## src/rtl/seq_alu_pkg.sv

```systemverilog
// seq_alu_pkg: shared encodings for the sequence-generator engine
package seq_alu_pkg;
    typedef enum logic [1:0] {
        MODE_FIB   = 2'd0,
        MODE_ARITH = 2'd1,
        MODE_CDOWN = 2'd2,
        MODE_DBL   = 2'd3
    } mode_t;

    typedef enum logic [1:0] {
        S_IDLE = 2'd0,
        S_LOAD = 2'd1,
        S_STEP = 2'd2,
        S_DONE = 2'd3
    } state_t;

    localparam int FLG_C = 4;
    localparam int FLG_L = 3;
    localparam int FLG_F = 2;
    localparam int FLG_Z = 1;
    localparam int FLG_N = 0;
endpackage

```

## src/rtl/seq_alu_engine_alu.sv

```systemverilog
// seq_alu: combinational add/sub with {C,L,F,Z,N} status flags
module seq_alu
    import seq_alu_pkg::*;
#(
    parameter int WIDTH = 16
) (
    input  logic [WIDTH-1:0] a,
    input  logic [WIDTH-1:0] b,
    input  logic             sub,
    output logic [WIDTH-1:0] result,
    output logic [4:0]       flags
);
    logic [WIDTH:0] sum;
    always_comb begin
        sum = sub ? {1'b0, a} - {1'b0, b} : {1'b0, a} + {1'b0, b};
        result = sum[WIDTH-1:0];
        flags = '0;
        // the extra bit is carry-out on add and borrow (a<b) on subtract
        flags[FLG_C] = sum[WIDTH];
        flags[FLG_L] = sub & sum[WIDTH];
        flags[FLG_F] = (sub ? a[WIDTH-1] != b[WIDTH-1] : a[WIDTH-1] == b[WIDTH-1])
                       && (result[WIDTH-1] != a[WIDTH-1]);
        flags[FLG_Z] = result == '0;
        flags[FLG_N] = result[WIDTH-1];
    end
endmodule

```

## src/rtl/seq_alu_engine.sv

```systemverilog
// seq_alu_engine: FSM-driven two-register datapath emitting one sequence term per clock
module seq_alu_engine
    import seq_alu_pkg::*;
#(
    parameter int WIDTH = 16,
    parameter int CNT_W = 8
) (
    input  logic             clk,
    input  logic             reset,
    input  logic             start,
    input  logic [1:0]       mode,
    input  logic [WIDTH-1:0] seed_a,
    input  logic [WIDTH-1:0] seed_b,
    input  logic [CNT_W-1:0] count,
    input  logic             stop_on_carry,
    output logic             busy,
    output logic             done,
    output logic             err,
    output logic             term_valid,
    output logic [WIDTH-1:0] term_out,
    output logic [CNT_W-1:0] term_idx,
    output logic [4:0]       flag_reg
);
    state_t state, state_n;
    mode_t md;
    logic [WIDTH-1:0] a, b, sa, sb, res;
    logic [CNT_W-1:0] k, cnt;
    logic soc, last, cstop;
    logic [4:0] flags;

    seq_alu #(.WIDTH(WIDTH)) alu (
        .a(a),
        .b(md == MODE_DBL ? a : b),
        .sub(md == MODE_CDOWN),
        .result(res),
        .flags(flags)
    );

    assign last = k == cnt - 1'b1;
    assign cstop = soc & flags[FLG_C];

    always_comb begin
        state_n = state;
        case (state)
            S_IDLE: state_n = start ? S_LOAD : S_IDLE;
            S_LOAD: state_n = cnt == '0 ? S_DONE : S_STEP;
            S_STEP: state_n = (last || cstop) ? S_DONE : S_STEP;
            default: state_n = S_IDLE;
        endcase
    end

    // outputs are registered, so they trail the state by one cycle
    always_ff @(posedge clk) begin
        if (reset) begin
            state <= S_IDLE;
            md <= MODE_FIB;
            a <= '0;
            b <= '0;
            sa <= '0;
            sb <= '0;
            k <= '0;
            cnt <= '0;
            soc <= 1'b0;
            busy <= 1'b0;
            done <= 1'b0;
            err <= 1'b0;
            term_valid <= 1'b0;
            term_out <= '0;
            term_idx <= '0;
            flag_reg <= '0;
        end else begin
            state <= state_n;
            busy <= state == S_LOAD || state == S_STEP;
            done <= state == S_DONE;
            term_valid <= state == S_STEP;
            if (state == S_IDLE && start) begin
                md <= mode_t'(mode);
                sa <= seed_a;
                sb <= seed_b;
                cnt <= count;
                soc <= stop_on_carry;
                err <= 1'b0;
            end
            if (state == S_LOAD) begin
                a <= sa;
                b <= sb;
                k <= '0;
            end
            if (state == S_STEP) begin
                term_out <= a;
                term_idx <= k;
                flag_reg <= flags;
                a <= md == MODE_FIB ? b : res;
                b <= md == MODE_FIB ? res : b;
                k <= k + 1'b1;
                if (!last && cstop) err <= 1'b1;
            end
        end
    end
endmodule
```

## config.mk

```make
export PLATFORM = sky130hd
export DESIGN_NAME = seq_alu_engine
export DESIGN_NICKNAME = d
export VERILOG_FILES = /design/src/rtl/seq_alu_pkg.sv /design/src/rtl/seq_alu_engine_alu.sv /design/src/rtl/seq_alu_engine.sv
export SDC_FILE = /design/constraint.sdc
export NUM_CORES = 1
export LEC_CHECK = 0
export ABC_AREA = 1
export CAP_MARGIN = 20
export CELL_PAD_IN_SITES_DETAIL_PLACEMENT = 0
export CELL_PAD_IN_SITES_GLOBAL_PLACEMENT = 1
export CORE_ASPECT_RATIO = 2
export CORE_MARGIN = 4
export CORE_UTILIZATION = 41
export CTS_BUF_LIST = sky130_fd_sc_hd__clkbuf_2 sky130_fd_sc_hd__clkbuf_4 sky130_fd_sc_hd__clkbuf_8
export DETAILED_ROUTE_END_ITERATION = 16
export HOLD_SLACK_MARGIN = 0.06
export PLACE_DENSITY_LB_ADDON = 0.1
export SLEW_MARGIN = 25
export SYNTH_ARGS = -nofsm -noshare
export SYNTH_HDL_FRONTEND = slang
export SYNTH_SLANG_ARGS = --single-unit
```

## constraint.sdc

```tcl
create_clock -name clk -period 3.6 [get_ports clk]
set_clock_uncertainty 0.2 [all_clocks]
set_input_delay 0.72 -clock clk [delete_from_list [all_inputs] [get_ports clk]]
set_output_delay 0.72 -clock clk [all_outputs]
set_load 0.05 [all_outputs]
```

==> impl_metrics.yaml, run 1 <==
layout:
  drive_above_1_share: 0.1141
  area_growth_pct: 25.32
  antenna_cells: 0
  fin_nets: 1092
  fin_util: 0.5231
setup_path:
  crit_slowest_cell: "dfxtp_4"
  arrival_ns: 3.68
  rrSetupSlack_ns: 0.10
  critPathLaunchType: "flop"
  reg2reg_from: "md[0]$_SDFFE_PP0P_"
  crit_start: "md[0]$_SDFFE_PP0P_"
  path_delay_family: "simple AND/OR/NAND/NOR gates"
  cp_num_buf_inv: 1
  cpPeakStageDelay_ns: 0.43
  r2r_cells: 22
  rr_endpoint: "err$_SDFF_PP0_"
  endpoint_kind: "flop"
  worstPathMaxFanout: 5
  crit_path_cell_trace: "nand2_8 > o21ai_4 > ha_2 > nand3_2 > nor2_2 > nand2_1 > nand2_2 > nand2_2 > a21oi_2 > nand2_1 > xnor2_1 > ha_1 > buf_4 > nand2_1 > nor2_1 > nor2_1 > o21ai_2 > a21oi_2 > nand3_1 > nand2_4 > nand3_2 > a21oi_2"
  criticalPathCategory: "reg -> reg"
  cp.depth: 22
  required_ns: 3.78
  crit_end: "err$_SDFF_PP0_"
pwr:
  pwr_density_cell_nw_per_um2: 723.0
  power.leakage_nw: 3.517
  peakVddDrop_v: 0.0003856
detailed_routing:
  drcViolationCount: 0
  vias: 6274
  routed_wl_mm: 20.74
  via_per_inst: 5.093
  routedWlPerCell_um: 16.83
  first_pass_iters: 5
  ant_nets: 0
  drt_iter0_drc: 350
place:
  place_congestion: 0.8648
  dpl.hpwl_mm: 15.95
  io_buffers: 78
timing:
  setup-violations-final: 0
  finalCritPeriodShare: 0.9714
  rsz0062_at_grt: "yes"
  hold_slack_ns: 0.2666
  tightest_slew_ns: 0.9228
  finalHoldViolCount: 0
  fmax_mhz: 286.0
  relSlewSlack: 0.3825
  slew_viol_final: 0
  min_period_ns: 3.497
logic_synthesis:
  synth_top_area_frac: 0.3669
  synth_seq_cells: 117
  synth_edf_count: 0
  synth_warnings: 0
  ys_seq_area_frac: 0.3669
  synth_most_common_cell: "nand2_1"
  ys_dominant_reg_cell: "dfxtp_1"
  synth_cells: 936
  yosys-top-cells-count: "nand2_1 (186), nor2_1 (146), dfxtp_1 (117)"
  synthesis.nets: 1006
  synthesis.area_per_instance_um2: 6.820
  yosysTopAreaCell: "dfxtp_1"
  synthArstFlopShare: 0
  syn-cell-area_um2: 6384
  synth_cell_types: 44
  synthTopCellsByArea: "dfxtp_1 (37%), nand2_1 (11%), nor2_1 (8.6%)"
floorplan:
  die_w_um: 96.23
  die_y_um: 184.5
  ios: 79
  start_util: 0.4174
  die-area_um2: 17750
  core_um2: 15290
  num_rows: 64
clocking:
  root_buffer: "clkbuf_8"
  cts_buffers: 17
  hold_buffers: 0
  cts_sinks: 117
  clk_latency_ns: 0.44
  path_clk_slew_ns: 0.07
  tritoncts: "built"
  cts.path.max_buffers: 2
  htreeDepth: 4
status:
  outcome: "finished clean"
hold_path:
  hp-class: "reg -> reg"
  min_path_cells: 2
grt:
  grt_pass1_wl_mm: 32.14
  grt_pass1_vias: 6181
  overflow: 0
  antenna_found_initial: 0
  grt.total_usage: 0.2423
  grt_max_degree: 87
run:
  drv_cap: 0
## worst min-delay path by stage
stage / end / slack, ns / from
2_1_floorplan: sb[1]$_SDFFE_PP0P_ / 0.22 / sb[1]$_SDFFE_PP0P_
3_3_place_gp: term_out[15]$_SDFFE_PP0P_ / 0.25 / term_out[15]$_SDFFE_PP0P_
3_5_place_dp: sb[13]$_SDFFE_PP0P_ / 0.26 / sb[13]$_SDFFE_PP0P_
4_1_cts: sb[1]$_SDFFE_PP0P_ / 0.27 / sb[1]$_SDFFE_PP0P_
5_1_grt: sb[13]$_SDFFE_PP0P_ / 0.29 / sb[13]$_SDFFE_PP0P_
6_report: sb[13]$_SDFFE_PP0P_ / 0.27 / sb[13]$_SDFFE_PP0P_
## cell type report
class,count,area (um2)
Clock inverter,9,102.6
Tap cell,198,247.7
Timing Repair Buffer,108,1018
Inverter,97,364.1
Multi-Input combinational cell,681,3627
Clock buffer,22,290.3
Fill cell,1591,7295
Sequential cell,117,2350
## metrics by stage
stage	power (W)	area, um2	std cells	TNS, ns	setup WS (ns)
after detailed placement	0.004402	7420	1194	0	0.003229
after global placement	0.004413	7420	1194	0	0.1053
final	0.005784	8000	1232	0	0.1029
after global routing	0.006202	8000	1232	-0.3820	-0.07423
after CTS	0.005623	7812	1225	0	0.001854
after floorplan	0.003520	6384	936	0	0.2934
## metal layers
layer | track usage | wire length, um | share of wire | up-vias
met5 | 0 | 0 | 0 | -
met4 | 0.07526 | 401 | 0.019 | 0
met3 | 0.03676 | 524 | 0.025 | 25
met2 | 0.4805 | 12130 | 0.58 | 120
met1 | 0.2466 | 7683 | 0.37 | 2902
li1 | - | - | - | 3227
## where the power goes
| group | internal, W | switching (W) | total (W) |
|---|---|---|---|
| clock network | 0.000676 | 0.000532 | 0.00121 |
| logic | 0.00102 | 0.00194 | 0.00296 |
| registers | 0.00147 | 0.000142 | 0.00161 |
## logic make-up after synthesis
kind of cell,synth area share
DFF,0.3669
adders and majority gates,0.04822
xor gates and xnor gates,0.03567
AOI/OAI and AO/OA,0.2105
and+or+nand+nor,0.2523
buffers and inverters,0.08644
## cells in the final DEF, fill, tap and decap left out, drive strengths merged, types with 2 or more instances in the layout
master,instances
dfxtp,117
nor3,10
a21o,2
clkbuf,22
inv,95
buf,30
nand3b,2
clkinv,6
nand2,193
a31oi,15
a21oi,84
a221oi,7
a211oi,2
bufinv,2
ha,23
o21ai,114
nor3b,2
o22ai,2
o211ai,4
nand4,4
xor2,14
xnor2,12
clkinvlp,3
nor2,149
nand3,32
and2,2
clkdlybuf4s50,78
## what timing repair did
action	CTS	global route
setup endpoints to repair	0	15
setup buffers	0	6
gates resized for setup	0	35
## worst reg2reg max path, cell delays in order (launching register included)
cell	delay [ns]
dfxtp_4	0.43
nand2_8	0.09
o21ai_4	0.17
ha_2	0.20
nand3_2	0.09
nor2_2	0.14
nand2_1	0.08
nand2_2	0.10
nand2_2	0.08
a21oi_2	0.15
nand2_1	0.08
xnor2_1	0.13
ha_1	0.36
buf_4	0.17
nand2_1	0.05
nor2_1	0.04
nor2_1	0.17
o21ai_2	0.09
a21oi_2	0.14
nand3_1	0.13
nand2_4	0.13
nand3_2	0.09
a21oi_2	0.13
No activity file was read; power rests on OpenSTA's default activity.
==> run 2, diff against run 1 <==
--- a/config.mk
+++ b/config.mk
@@ -11,11 +11,12 @@
 export CELL_PAD_IN_SITES_GLOBAL_PLACEMENT = 1
 export CORE_ASPECT_RATIO = 2
 export CORE_MARGIN = 4
-export CORE_UTILIZATION = 41
+export CORE_UTILIZATION = 40
 export CTS_BUF_LIST = sky130_fd_sc_hd__clkbuf_2 sky130_fd_sc_hd__clkbuf_4 sky130_fd_sc_hd__clkbuf_8
 export DETAILED_ROUTE_END_ITERATION = 16
 export HOLD_SLACK_MARGIN = 0.06
 export PLACE_DENSITY_LB_ADDON = 0.1
+export SETUP_SLACK_MARGIN = 0.15
 export SLEW_MARGIN = 25
 export SYNTH_ARGS = -nofsm -noshare
 export SYNTH_HDL_FRONTEND = slang
==> run 2 against run 1 <==
Critical path type unchanged. Sequential power about the same. Power increased by 6.4%. Wire length decreased by 1.3%. Die area rose by 2.3%. Clock power up 25%. Clock-buffer cell count up 2. Via count hardly changed. Critical path depth fell by 2. Utilization down 0.18 points.
==> impl_metrics.yaml, run 2 (same netlist as run 1, synthesis figures left out) <==
detailed_routing:
  routed_wl_mm: 20.47
  vias: 6279
  first_pass_iters: 7
  via_per_inst: 5.076
  drt_iter0_drc: 367
  drcViolationCount: 0
  ant_nets: 0
  routedWlPerCell_um: 16.55
timing:
  hold_slack_ns: 0.2615
  min_period_ns: 3.376
  setup-violations-final: 0
  rsz0062_at_grt: "yes"
  fmax_mhz: 296.2
  finalCritPeriodShare: 0.9379
  tightest_slew_ns: 0.5610
  relSlewSlack: 0.6256
  slew_viol_final: 0
  finalHoldViolCount: 0
  fin_ws_ns: 0.2235
place:
  pre_cts_ws_ns: 0.05436
  dpl.hpwl_mm: 15.84
  place_congestion: 0.8705
  io_buffers: 78
setup_path:
  required_ns: 3.76
  endpoint_kind: "flop"
  reg2reg_from: "md[0]$_SDFFE_PP0P_"
  criticalPathCategory: "reg -> reg"
  arrival_ns: 3.54
  crit_start: "md[0]$_SDFFE_PP0P_"
  critPathLaunchType: "flop"
  worstPathMaxFanout: 9
layout:
  layout_common_cells: "nand2_1 (173), nor2_1 (142), dfxtp_1 (115)"
  area_growth_pct: 28.17
  antenna_cells: 0
  drive_above_1_share: 0.1293
  fin_nets: 1093
  mostFrequentLayoutCell: "nand2_1"
pwr:
  pwr_density_cell_nw_per_um2: 751.9
  power.leakage_nw: 3.596
  peakVddDrop_v: 0.0004032
grt:
  grt.total_usage: 0.2244
  grt_pass1_vias: 6334
  antenna_found_initial: 0
  overflow: 0
  grt_max_degree: 56
  grt_pass1_wl_mm: 32.08
floorplan:
  die_y_um: 186.7
  die-area_um2: 18170
  core_um2: 15700
  die_w_um: 97.33
  ios: 79
  num_rows: 65
  start_util: 0.4067
clocking:
  cts.path.max_buffers: 2
  clk_latency_ns: 0.43
  root_buffer: "clkbuf_8"
  htreeDepth: 4
  cts_buffers: 17
  cts_sinks: 117
  hold_buffers: 0
  path_clk_slew_ns: 0.07
  tritoncts: "built"
status:
  outcome: "finished clean"
hold_path:
  min_from: "flag_reg[1]$_SDFFE_PP0P_"
  hp-class: "reg -> reg"
run:
  drv_cap: 0
-- run 2: final timing paths --
| kind | cells past startpoint | to | slack [ns] |
|---|---|---|---|
| setup / recovery | 20 | flag_reg[1]$_SDFFE_PP0P_ | 0.22 |
| hold reg to reg | 2 | flag_reg[1]$_SDFFE_PP0P_ | 0.26 |
| setup reg to reg | 20 | flag_reg[1]$_SDFFE_PP0P_ | 0.22 |
| hold / removal | 2 | flag_reg[1]$_SDFFE_PP0P_ | 0.26 |
-- run 2: through the flow --
stage	cell area, um2	cells	power (W)	TNS (ns)	util
3_5_place_dp	7426	1199	0.004406	0	0.4731
5_1_grt	8182	1237	0.006573	-0.001267	0.5212
4_1_cts	7940	1231	0.005946	0	0.5059
6_report	8182	1237	0.006152	0	0.5212
2_1_floorplan	6384	936	0.003520	0	-
3_3_place_gp	7426	1199	0.004420	0	0.4731
-- run 2: metal layers --
layer | global-route usage | wire, um | up-vias | part of all wire
met5 | 0 | 0 | - | 0
met4 | 0.1088 | 763 | 0 | 0.037
met3 | 0.03255 | 519 | 34 | 0.025
met2 | 0.4454 | 11610 | 116 | 0.57
met1 | 0.2199 | 7572 | 2879 | 0.37
li1 | - | - | 3250 | -
-- run 2: report_power, final --
group | switching, W | internal, W | total [W] | leakage, nW
clock | 0.000525 | 0.000982 | 0.00151 | 0.255
combinational | 0.00198 | 0.00105 | 0.00303 | 2.38
sequential | 0.000139 | 0.00147 | 0.00161 | 0.962
total | 0.00265 | 0.00350 | 0.00615 | 3.60
-- run 2: what timing repair did --
item | in CTS | in global routing
endpoints found under the setup margin | 9 | 19
gates cloned | 0 | 1
buffers inserted | 0 | 5
pin swaps | 0 | 31
gates resized for setup | 5 | 52
-- run 2: layout make-up --
type / count / area [um2]
Clock buffer: 24 / 305.3
Clock inverter: 8 / 193.9
Fill cell: 1616 / 7515
Inverter: 97 / 364.1
Multi-Input combinational cell: 681 / 3700
Sequential cell: 117 / 2350
Tap cell: 201 / 251.5
Timing Repair Buffer: 109 / 1017
-- run 2: critical path, cell delays in order (launching register included) --
cell and delay, ns:
dfxtp_4 0.41, nand2_8 0.09, buf_4 0.17, o21ai_2 0.20, inv_2 0.08, o21ai_0 0.30
nand2_4 0.10, a21oi_4 0.15, nand2_2 0.08, xnor2_2 0.12, ha_1 0.34, buf_6 0.14
a21oi_2 0.11, nand2_1 0.07, a21oi_2 0.12, nand3b_1 0.15, nand2_2 0.10, nand2_1 0.05
nor2_1 0.10, nand3_1 0.08, a21oi_1 0.14
